$ cat config.mk
export PLATFORM = sky130hd
export DESIGN_NAME = fp_add_p2
export DESIGN_NICKNAME = d
export VERILOG_FILES = /design/src/rtl/fp_pkg.sv /design/src/rtl/fp_lzc24.sv /design/src/rtl/fp_add_p2.sv
export SDC_FILE = /design/constraint.sdc
export NUM_CORES = 1
export LEC_CHECK = 0
export ABC_AREA = 1
export CAP_MARGIN = 20
export CORE_MARGIN = 5
export CORE_UTILIZATION = 62
export DETAILED_ROUTE_END_ITERATION = 10
export PLACE_DENSITY = 0.88
export SETUP_SLACK_MARGIN = 0.15
export SYNTH_ARGS = -nofsm -noshare
export SYNTH_HDL_FRONTEND = slang
export SYNTH_SLANG_ARGS = --single-unit
$ cat constraint.sdc
create_clock -name clk -period 6.9 [get_ports clk]
set_input_delay 0.69 -clock clk [delete_from_list [all_inputs] [get_ports clk]]
set_output_delay 0.69 -clock clk [all_outputs]
set_load 0.02 [all_outputs]
$ cat src/rtl/fp_pkg.sv
// fp_pkg: shared FP32 constants and status-flag type for the adder pipeline
package fp_pkg;
    localparam int MANT_W = 24;
    localparam int EXP_W  = 8;
    localparam logic [EXP_W-1:0] FP32_EXP_MAX  = 8'hFF;
    localparam logic [31:0]      FP32_POS_ZERO = 32'h0000_0000;
    localparam logic [30:0]      FP32_INF_MAG  = {FP32_EXP_MAX, 23'b0};
    typedef struct packed {
        logic ovf;
        logic unf;
        logic zero;
    } fp_flags_t;
endpackage

$ cat src/rtl/fp_lzc24.sv
// fp_lzc24: combinational leading-zero counter, returns 24 for an all-zero input
module fp_lzc24 (
    input  logic [23:0] a_i,
    output logic [4:0]  cnt_o
);
    always_comb begin
        cnt_o = 5'd24;
        for (int i = 0; i < 24; i++)
            if (a_i[i]) cnt_o = 5'(23 - i);
    end
endmodule

$ cat src/rtl/fp_add_p2.sv
// fp_add_p2: FP32 add/sub final stage - magnitude add, normalise, pack with flags
// Two registered stages with valid/ready; truncating rounding, flush-to-zero underflow.
module fp_add_p2
    import fp_pkg::*;
(
    input  logic              clk,
    input  logic              rst_n,
    input  logic              in_valid,
    output logic              in_ready,
    input  logic [MANT_W-1:0] mant_a,
    input  logic [MANT_W-1:0] mant_b,
    input  logic [EXP_W-1:0]  exp_large,
    input  logic              sign_a,
    input  logic              sign_b,
    output logic              out_valid,
    input  logic              out_ready,
    output logic [31:0]       result,
    output logic              flag_ovf,
    output logic              flag_unf,
    output logic              flag_zero
);
    logic              s1_valid_q, out_valid_q;
    logic [MANT_W:0]   s1_sum_q, s1_sum_d;
    logic              s1_sign_q, s1_sign_d;
    logic [EXP_W-1:0]  s1_exp_q;
    logic [31:0]       result_q, result_d;
    fp_flags_t         flags_q, flags_d;
    logic              out_adv, eff_sub, a_ge_b, is_zero, ovf, unf;
    logic [4:0]        lz;
    logic [22:0]       norm_sh, mant;
    logic signed [9:0] exp_n;

    assign out_adv  = !out_valid_q || out_ready;
    assign in_ready = !s1_valid_q || out_adv;

    always_comb begin
        eff_sub   = sign_a ^ sign_b;
        a_ge_b    = mant_a >= mant_b;
        s1_sum_d  = !eff_sub ? {1'b0, mant_a} + {1'b0, mant_b} :
                    a_ge_b   ? {1'b0, mant_a - mant_b} : {1'b0, mant_b - mant_a};
        s1_sign_d = (eff_sub && !a_ge_b) ? sign_b : sign_a;
    end

    fp_lzc24 u_lzc (.a_i(s1_sum_q[23:0]), .cnt_o(lz));

    // Carry: shift right once and bump the exponent; otherwise shift left by lz.
    always_comb begin
        norm_sh  = 23'(s1_sum_q[23:0] << lz);
        mant     = s1_sum_q[24] ? s1_sum_q[23:1] : norm_sh;
        exp_n    = s1_sum_q[24] ? $signed({2'b0, s1_exp_q}) + 10'sd1
                                : $signed({2'b0, s1_exp_q}) - $signed({5'b0, lz});
        is_zero  = s1_sum_q == '0;
        ovf      = !is_zero && exp_n >= 10'sd255;
        unf      = !is_zero && exp_n <= 10'sd0;
        flags_d  = {ovf, unf, is_zero};
        result_d = is_zero ? FP32_POS_ZERO :
                   ovf     ? {s1_sign_q, FP32_INF_MAG} :
                   unf     ? {s1_sign_q, 31'b0} : {s1_sign_q, exp_n[7:0], mant};
    end

    always_ff @(posedge clk or negedge rst_n) begin
        if (!rst_n) begin
            s1_valid_q  <= 1'b0;
            s1_sum_q    <= '0;
            s1_sign_q   <= 1'b0;
            s1_exp_q    <= '0;
            out_valid_q <= 1'b0;
            result_q    <= '0;
            flags_q     <= '0;
        end else begin
            if (in_ready) s1_valid_q <= in_valid;
            if (in_valid && in_ready) begin
                s1_sum_q  <= s1_sum_d;
                s1_sign_q <= s1_sign_d;
                s1_exp_q  <= exp_large;
            end
            if (out_adv) out_valid_q <= s1_valid_q;
            if (s1_valid_q && out_adv) begin
                result_q <= result_d;
                flags_q  <= flags_d;
            end
        end
    end

    assign out_valid = out_valid_q;
    assign result    = result_q;
    assign flag_ovf  = flags_q.ovf;
    assign flag_unf  = flags_q.unf;
    assign flag_zero = flags_q.zero;
endmodule

Word level (Yosys, flattened, before mapping)
Index checks and enable logic that the tools add are counted.
- bits in registers: 71
- input bits: 62
- output and inout bits: 37
- logic and storage cells: 63
- $add $sub $neg: 5
- magnitude comparators: 3
- shifts and indexed selects: 1
- multiplexer cells: 32
- bitwise logic cells: 1
- reduce and logical (&&, ||, !) cells: 12
- operators with widths (kind ; number):
    5-bit two-way mux ; 16
    31-bit two-way mux ; 2
    24-bit subtractor ; 2
    32-bit two-way mux ; 1
    4-bit two-way mux ; 8
    24-bit by 24-bit adder with 25-bit output ; 1
    25-bit logical NOT ; 1
    25-bit two-way mux ; 1
    24-bit >= comparator ; 1
    24-bit two-way mux ; 1
    24-bit by 5-bit << shifter with 23-bit output ; 1
    23-bit two-way mux ; 1
    10-bit by 9-bit >= comparator with 1-bit output (second input constant) ; 1
    10-bit by 1-bit <= comparator with 1-bit output (second input constant) ; 1
    10-bit two-way mux ; 1
    8-bit by 1-bit adder with 9-bit output (second input constant) ; 1
    8-bit by 5-bit subtractor with 9-bit output ; 1
    1-bit logical AND ; 5
    1-bit logical NOT ; 4
    1-bit logical OR ; 2
    1-bit two-way mux ; 1
    1-bit bitwise XOR ; 1

Longest topological paths before layout
Gate-level depths: netlist (run 1).
- depth after elaboration: 31
- mapped depth: 44
- gate-level depth less buffers: 42

Modules after synthesis
Synthesis (run 1) repeated with hierarchy kept, for this count alone.
- cell total of the unflattened synthesis: 1962
- area total of the unflattened synthesis: 10780.3 µm²
- modules (own cells, without submodules) (module ; times used ; cells an instance ; area each (µm²)):
    fp_add_p2 ; 1 ; 1888 ; 10466.3
    fp_lzc24 ; 1 ; 74 ; 314.1

Least setup slack after synthesis (run 1)
No wires, ideal clock.
- kind: register to register
- start: register s1_sum_q[1]
- end: register result_q[11] (netlist: result[11])
- library setup time: 117 ps
- arrival: 3904 ps
- required time: 6783 ps
- slack: 2880 ps
- stages on the path, launching flop included: 44
- buffers on the path: 2
- path through: dfrtp_1 > inv_2 > nand2_1 > nand2_1 > nand2_1 > nand2_1 > nand2_1 > nand2_1 > nand2_1 > nand2_1 > nand2_1 > nand2_1 > nand2_1 > nand2_1 > nand2_1 > nand2_1 > nand2_1 > nand2_1 > (+8 left out) > inv_1 > fa_1 > a21oi_1 > o21bai_1 > inv_1 > nor2_1 > inv_1 > nand2_1 > a21oi_1 > xor2_1 > nand3_1 > o31ai_1 > nor2_1 > nand2_2 > buf_2 > a21oi_1 > nand2_1 > nand2_1
- word-level cells in the longest chain between the ends: 30
- elaborated cells between the ends (all ways): 36
- ends and longest elaborated chain (element ; line ; source):
    start: declaration ; fp_add_p2.sv:23 ; logic [MANT_W:0] s1_sum_q, s1_sum_d;
    start signal: assignment ; fp_add_p2.sv:73 ; s1_sum_q <= s1_sum_d;
    4-bit two-way mux (7 in series) ; fp_lzc24.sv:9 ; if (a_i[i]) cnt_o = 5'(23 - i);
    5-bit two-way mux (16 in series) ; fp_lzc24.sv:9 ;
    8-bit by 5-bit subtractor with 9-bit output ; fp_add_p2.sv:51 ; : $signed({2'b0, s1_exp_q}) - $signed({5'b0, lz});
    10-bit two-way mux ; fp_add_p2.sv:50 ; exp_n = s1_sum_q[24] ? $signed({2'b0, s1_exp_q}) + 10'sd1
    10-bit by 1-bit <= comparator with 1-bit output ; fp_add_p2.sv:54 ; unf = !is_zero && exp_n <= 10'sd0;
    1-bit logical AND ; fp_add_p2.sv:54 ;
    31-bit two-way mux ; fp_add_p2.sv:58 ; unf ? {s1_sign_q, 31'b0} : {s1_sign_q, exp_n[7:0], mant};
    31-bit two-way mux ; fp_add_p2.sv:57 ; ovf ? {s1_sign_q, FP32_INF_MAG} :
    32-bit two-way mux (*) ; fp_add_p2.sv:56 ; result_d = is_zero ? FP32_POS_ZERO :
    end signal: assignment ; fp_add_p2.sv:79 ; result_q <= result_d;
    end: declaration ; fp_add_p2.sv:26 ; logic [31:0] result_q, result_d;
Every way passes the cells marked *; elsewhere a longest branch is shown, timed or not.
A chain may end at the register's enable or synchronous reset.

Final worst setup path (run 1)
- start: register s1_sum_q[21]
- end: register result_q[8] (netlist: result[8])
- word-level cells in the longest chain between the ends: 10
- elaborated cells between the ends (all ways): 16
- ends and longest elaborated chain (element ; line):
    5-bit two-way mux (3 in series) ; fp_lzc24.sv:9
    8-bit by 5-bit subtractor with 9-bit output ; fp_add_p2.sv:51
    10-bit two-way mux ; fp_add_p2.sv:50
    10-bit by 1-bit <= comparator with 1-bit output ; fp_add_p2.sv:54
    1-bit logical AND ; fp_add_p2.sv:54
    31-bit two-way mux ; fp_add_p2.sv:58
    31-bit two-way mux ; fp_add_p2.sv:57
    32-bit two-way mux (*) ; fp_add_p2.sv:56
Marked as above.

==> summary.md, run 1 <==
| Metric | Value |
|---|---|
| Outcome | `finished, final reports clean` |
| Final worst slack | `1477 ps` |
| Worst EP required | `7110 ps` |
| # diodes | `0` |
| P_int | `0.001454 W` |
| Final Slew Violations | `0` |
| CTS HTree Levels | `3` |
| Met1 Use GR | `38.40%` |
| Clock buffer depth | `2` |
| Largest net degree at the start of global routing | `72` |
| Sequential fraction of the synthesis area | `21.86%` |
| Core Box Area | `0.01272 mm²` |
| Global-route wire length before repair | `39.64 mm` |
| Setup TNS | `0 ps` |
| # clock sinks | `71` |
| Asr flop ratio synth | `100.0%` |
| Dpl cells | `1,503` |
| WP buf/inv | `6` |
| Die height | `124.5 µm` |
| Final Hold Vio Count | `0` |
| Sequential fraction of design power | `24.5%` |
| Crit Reg-Reg Startpoint | `s1_sum_q[21]` |
| Reg area | `0.001777 mm²` |
| Minimum clock period after layout | `5423 ps` |
| P&R area growth vs syn | `15.69%` |
| Hold buffers post-CTS | `0` |
| Row cnt | `41` |
| Pre-antenna DRT Iters | `7` |
| Port Buffers | `98` |
| Switch Pwr | `0.001312 W` |
| Max-Cap Viols | `0` |
| Slew headroom | `38.23%` |
| Share of layout cells above drive strength 1 | `3.046%` |
| DRT Wirelength | `24.22 mm` |
| Net count after synthesis | `1,428` |
| Final Setup Violations | `0` |
| Max Clock Skew | `7.420 ps` |
| Post CTS Setup Buffer Count | `0` |
| Num CTS Buffers | `9` |
| Fillers | `1,093` |
| Yosys reg bits | `71` |
| GRT met2 Usage | `52.45%` |
| GR peak layer | `met2` |
| Pwr per Cell Area | `294.1 mW/mm²` |
| Combinational Power Share | `58.7%` |
| Multi-input gate area | `0.005441 mm²` |
| Layout Utilization | `73.91%` |
| Sw Share | `47.42%` |
| # IOs | `99` |
| Dpl hpwl | `19.10 mm` |
| # DRC | `0` |
| Clock power share | `16.8%` |
| CTS tree | `yes` |
| CP delay by family, top | `simple AND/OR/NAND/NOR gates` |
| CTS clk-pin slew, worst paths | `50 ps` |
| Post-Syn Instances | `1,284` |
| Die Footprint | `0.01550 mm²` |
| Crit path largest cell delay | `780 ps` |
| Hold path start | `result[13]` |
| M3 GR Usage | `4.074%` |
| Gr ovfl total | `0` |
| Post-synth top flop | `dfrtp_1` |
| Most used cell, CP | `inv_1` |
| Vias in the first global route | `8,458` |
| Slew @ Worst Pin | `925.5 ps` |
| Vias per cell | `5.917` |
| Final worst-path cycle share | `78.60%` |
| Initial Util | `63.89%` |
| Post-synth EDFFs | `0` |
| Initial drt markers | `900` |
| PostCTS Resize Cnt | `0` |
| Worst setup SP type | `flip-flop` |
| Leakage | `4.800 nW` |
| GR Util All Layers | `30.26%` |
| Crit path from | `s1_sum_q[21]` |
| Syn Area/Cell | `6.330 µm²` |
| Cell Area, Synth | `0.008128 mm²` |
| Cell Chain, Critical Path | `nor4_1 -> inv_1 -> nor2_1 -> clkinv_1 -> nor2_1 -> a31oi_2 -> ha_1 -> inv_1 -> o21bai_1 -> inv_1 -> nor2_1 -> inv_1 -> nand2_1 -> a21oi_1 -> xor2_1 -> nor3_1 -> nand3_1 -> nand2_1 -> nand3_1 -> nand2_2 -> inv_1 -> o211ai_1 -> nand2_1` |
| HP Class | `reg -> reg` |
| Initial antenna violation count | `0` |
| Crit path kind | `reg -> reg` |
| Antenna-violating nets left | `0` |
| Max Freq | `184.4 MHz` |
| Dpl ws | `1638 ps` |
| WL per Instance | `15.95 µm` |
| Fin cells | `1,518` |
| CP Max Fanout | `19` |
| Critical Path Sink Type | `flip-flop` |
| Die width | `124.5 µm` |
| Vias | `8,982` |
| WP data arrival | `5630 ps` |
| Worst vdd ir | `0.0001393 V` |
| Clk_lat worst skew | `340 ps` |
| Synth unique cells | `54` |
| RSZ-0062 raised after global routing | `false` |
| Clk Tree Root Cell | `clkbuf_16` |
| NumNets Final | `1,486` |
| YS warnings | `0` |
| Slowest CP cell | `nor2_1` |
| Final Power | `0.002766 W` |
| GPL Wtd Cong | `0.9704` |
## layout make-up
class                   instances  share of cell area [%]
multi-input cells             985                   57.87
repair buffers                106                   11.02
well taps                     172                   2.289
clock inverters                 3                  0.4524
clock buffers                  12                   2.728
flip-flops and latches         71                   18.90
inverters                     169                   6.747
## placed cells by master (no fill, tap or decap), types with 5 or more instances in the layout
cell type,n
nor3_1,13
xor2_1,23
buf_4,8
a21o_1,7
nand2_1,333
nand3_1,126
dfrtp_1,71
o22ai_1,5
o21ai_0,99
clkbuf_16,9
a22o_1,7
inv_1,165
clkdlybuf4s50_1,97
o211ai_1,11
o21ai_1,20
nor2_1,74
o21bai_1,5
nand3_2,6
ha_1,78
nor4_1,6
a21oi_1,108
a31oi_1,12
## metrics by stage
step           cell area (µm²)  hold WS (ps)
2_1_floorplan             8128         394.4
3_3_place_gp              9104         461.2
3_5_place_dp              9104         465.4
4_1_cts                   9403         479.9
5_1_grt                   9403         510.7
6_report                  9403         474.4
## synth_stat cells, types with 5 or more instances
cell type,instances,share of area [%]
a21o_1,7,0.65
a21oi_1,108,6.7
a22o_1,7,0.75
a31oi_1,12,0.92
buf_2,19,1.2
clkbuf_1,30,1.4
dfrtp_1,71,22
ha_1,78,12
inv_1,165,7.6
nand2_1,333,15
nand3_1,126,7.8
nand3_2,6,0.74
nor2_1,74,3.4
nor3_1,13,0.80
nor4_1,6,0.46
o211ai_1,11,1.0
o21ai_0,99,6.1
o21ai_1,20,1.2
o21bai_1,5,0.46
o22ai_1,5,0.38
xor2_1,23,2.5
## worst register-to-register path: cells and delay by family, from the launching register on
family	cells	cell delay, ps
adder cells (fa/ha/maj)	1	380
AO/OA/AOI/OAI	4	570
buffers and inverters	6	850
AND/OR/NAND/NOR	11	2860
XOR/XNOR	1	210
flip-flops	1	420
## sequential cells by signal, summed over array words and instances (netlist names)
name	count
flag_ovf	1
flag_unf	1
flag_zero	1
out_valid	1
result	32
s1_exp_q	8
s1_sign_q	1
s1_sum_q	25
s1_valid_q	1
## routing by layer
layer	routed length [µm]	vias up
met5	0	-
met4	837	0
met3	1672	69
met2	11650	434
met1	10050	4108
li1	-	4371
## power groups by stage
stage               combinational [W]  sequential, W  clock (W)
global route                  0.00179       0.000697   0.000483
CTS                           0.00160       0.000675   0.000466
finish                        0.00162       0.000677   0.000465
detailed placement            0.00159       0.000680          0
global placement              0.00157       0.000670          0
floorplan                    0.000979       0.000767          0
## cells by family after synthesis
family	after synthesis	synth area share, %
AND/OR/NAND/NOR	572	29.73
AO/OA/AOI/OAI	305	21.32
buffers and inverters	228	11.28
adder cells (fa/ha/maj)	82	12.99
flip-flops	71	21.86
XOR/XNOR	25	2.694
multiplexers	1	0.1232
## worst paths after layout
| check | slack [ps] | cells past startpoint | end |
|---|---|---|---|
| setup / recovery | 1480 | 23 | result[8] |
| hold / removal | 470 | 2 | result[13] |
| setup reg to reg | 1480 | 23 | result[8] |
| hold reg to reg | 470 | 2 | result[13] |
| max in group asynchronous | 5780 | 2 | s1_sum_q[19] |
| min in group asynchronous | 550 | 2 | s1_exp_q[2] |
Note: power is estimated with default switching activity, not from simulation.
==> run 2: changes to the inputs <==
--- a/config.mk
+++ b/config.mk
@@ -8,9 +8,9 @@
 export ABC_AREA = 1
 export CAP_MARGIN = 20
 export CORE_MARGIN = 5
-export CORE_UTILIZATION = 62
+export CORE_UTILIZATION = 58
 export DETAILED_ROUTE_END_ITERATION = 10
-export PLACE_DENSITY = 0.88
+export PLACE_DENSITY = 0.83
 export SETUP_SLACK_MARGIN = 0.15
 export SYNTH_ARGS = -nofsm -noshare
 export SYNTH_HDL_FRONTEND = slang
==> constraint.sdc (replaced) <==
create_clock -name clk -period 5.15 [get_ports clk]
set_input_delay 0.515 -clock clk [delete_from_list [all_inputs] [get_ports clk]]
set_output_delay 0.515 -clock clk [all_outputs]
set_load 0.02 [all_outputs]
==> run 2 against run 1 <==
Effect of this change:
- worst setup slack worse by 730 ps
- count of clock-buffer cells in the layout decreased by 2
- sequential cell count stayed put
- register-to-register slack worse by 730 ps
- final cell count increased by 1.3%
- final area rose by 1.3%
- global-route usage fell by 0.41 points
- clock power increased by 44%
- utilization down 5.0 points
- clock skew about the same
==> summary.md, run 2 (same netlist as run 1, synthesis figures left out) <==
| Metric | Value |
|---|---|
| Outcome | `finished, final reports clean` |
| # IOs | `99` |
| Row cnt | `43` |
| Initial drt markers | `873` |
| GR Util All Layers | `29.86%` |
| Dpl ws | `748.3 ps` |
| Slowest CP cell | `dfrtp_1` |
| Final Slew Violations | `0` |
| Pwr per Cell Area | `397.5 mW/mm²` |
| Vias | `9,004` |
| Gr ovfl total | `0` |
| Most frequent cells in the layout | `nand2_1, inv_1, nand3_1` |
| Port Buffers | `98` |
| DRT Wirelength | `24.88 mm` |
| Most used cell, CP | `nand2_1` |
| Worst setup SP type | `flip-flop` |
| Global-route wire length before repair | `40.54 mm` |
| Max-Cap Viols | `0` |
| Vias in the first global route | `8,633` |
| Clk Tree Root Cell | `clkbuf_16` |
| CTS HTree Levels | `3` |
| Layout Utilization | `68.91%` |
| Largest register FFs | `32` |
| Leakage | `4.860 nW` |
| Final Setup Violations | `0` |
| Die Footprint | `0.01648 mm²` |
| Antenna-violating nets left | `0` |
| Reg area | `0.001777 mm²` |
| Max Clock Skew | `7.370 ps` |
| Critical Path Sink Type | `flip-flop` |
| Core Box Area | `0.01383 mm²` |
| Commonest non-fill, non-tap cell in the layout | `nand2_1` |
| Final worst-path cycle share | `85.41%` |
| Crit path kind | `reg -> reg` |
| Die width | `128.4 µm` |
| Clock buffer depth | `2` |
| Num CTS Buffers | `9` |
| Dpl hpwl | `19.21 mm` |
| Worst R2R Path Depth | `41` |
| Initial Util | `58.78%` |
| Slew headroom | `41.36%` |
| Share of layout cells above drive strength 1 | `3.832%` |
| CTS clk-pin slew, worst paths | `60 ps` |
| Vias per cell | `5.858` |
| Fillers | `1,292` |
| Worst EP required | `5360 ps` |
| Final worst slack | `751.3 ps` |
| Final Hold Vio Count | `0` |
| Crit path largest cell delay | `450 ps` |
| Pre-antenna DRT Iters | `6` |
| # DRC | `0` |
| # diodes | `0` |
| Largest net degree at the start of global routing | `72` |
| Minimum clock period after layout | `4399 ps` |
| Setup TNS | `0 ps` |
| Die height | `128.4 µm` |
| WP data arrival | `4610 ps` |
| RSZ-0062 raised after global routing | `false` |
| CP Max Fanout | `26` |
| Max Freq | `227.3 MHz` |
| Clk_lat worst skew | `330 ps` |
| # clock sinks | `71` |
| GPL Wtd Cong | `1.017` |
| WL per Instance | `16.19 µm` |
| HP Class | `in -> async` |
| Hold buffers post-CTS | `0` |
| Multi-input gate area | `0.005446 mm²` |
| Worst vdd ir | `0.0001719 V` |
| Initial antenna violation count | `0` |
| CTS tree | `yes` |
| NumNets Final | `1,496` |
| Slew @ Worst Pin | `878.7 ps` |
| P&R area growth vs syn | `17.23%` |
[run 2: final cells by class]
| cell class | count | area share (%) |
|---|---|---|
| well taps | 180 | 2.364 |
| flip-flops and latches | 71 | 18.65 |
| repair buffers | 116 | 11.79 |
| clock buffers | 10 | 2.403 |
| inverters | 169 | 6.658 |
| clock inverters | 6 | 0.9718 |
| multi-input cells | 985 | 57.16 |
[run 2: final timing paths]
check                            start     endpoint  slack, ps
setup / recovery           s1_sum_q[2]   result[13]        750
setup reg to reg           s1_sum_q[2]   result[13]        750
hold reg to reg              result[6]    result[6]        470
max in group asynchronous        rst_n   result[14]       4190
hold / removal                   rst_n  s1_exp_q[7]        380
min in group clk             result[6]    result[6]        470
[run 2: report_power, final]
part | leakage [nW] | switching (W) | total, W | internal (W)
clock | 0.150 | 0.000242 | 0.000669 | 0.000427
combinational | 3.83 | 0.00138 | 0.00221 | 0.000829
sequential | 0.876 | 0.000163 | 0.000909 | 0.000746
total | 4.86 | 0.00179 | 0.00379 | 0.00200
[run 2: per-stage QoR]
step	std cells	hold WS (ps)	cell area [µm²]	total power, W
2_1_floorplan	1284	219.4	8128	0.002339
3_3_place_gp	1520	460.3	9181	0.003034
3_5_place_dp	1520	464.2	9181	0.003063
4_1_cts	1536	419.7	9503	0.003747
5_1_grt	1537	484.4	9528	0.004065
6_report	1537	383.9	9528	0.003788
[run 2: timing repair]
| action | 4_1_cts | 5_1_grt |
|---|---|---|
| gates resized for setup | 0 | 1 |
| setup endpoints to repair | 0 | 7 |
| setup buffers | 0 | 1 |
[run 2: critical path: cells and delay by family, from the launching register on]
kind                     cells  cell delay (ps)
adder cells (fa/ha/maj)      1              200
AO/OA/AOI/OAI                5              620
AND/OR/NAND/NOR             30             2150
XOR/XNOR                     1              270
buffers and inverters        4              570
flip-flops                   1              450
[run 2: routing by layer]
metal	part of all wire (%)	track usage [%]	up-vias
met3	7.2	2.947	61
met4	3.0	12.48	0
met5	0	0	-
li1	-	-	4386
met2	48	51.09	462
met1	42	38.57	4095
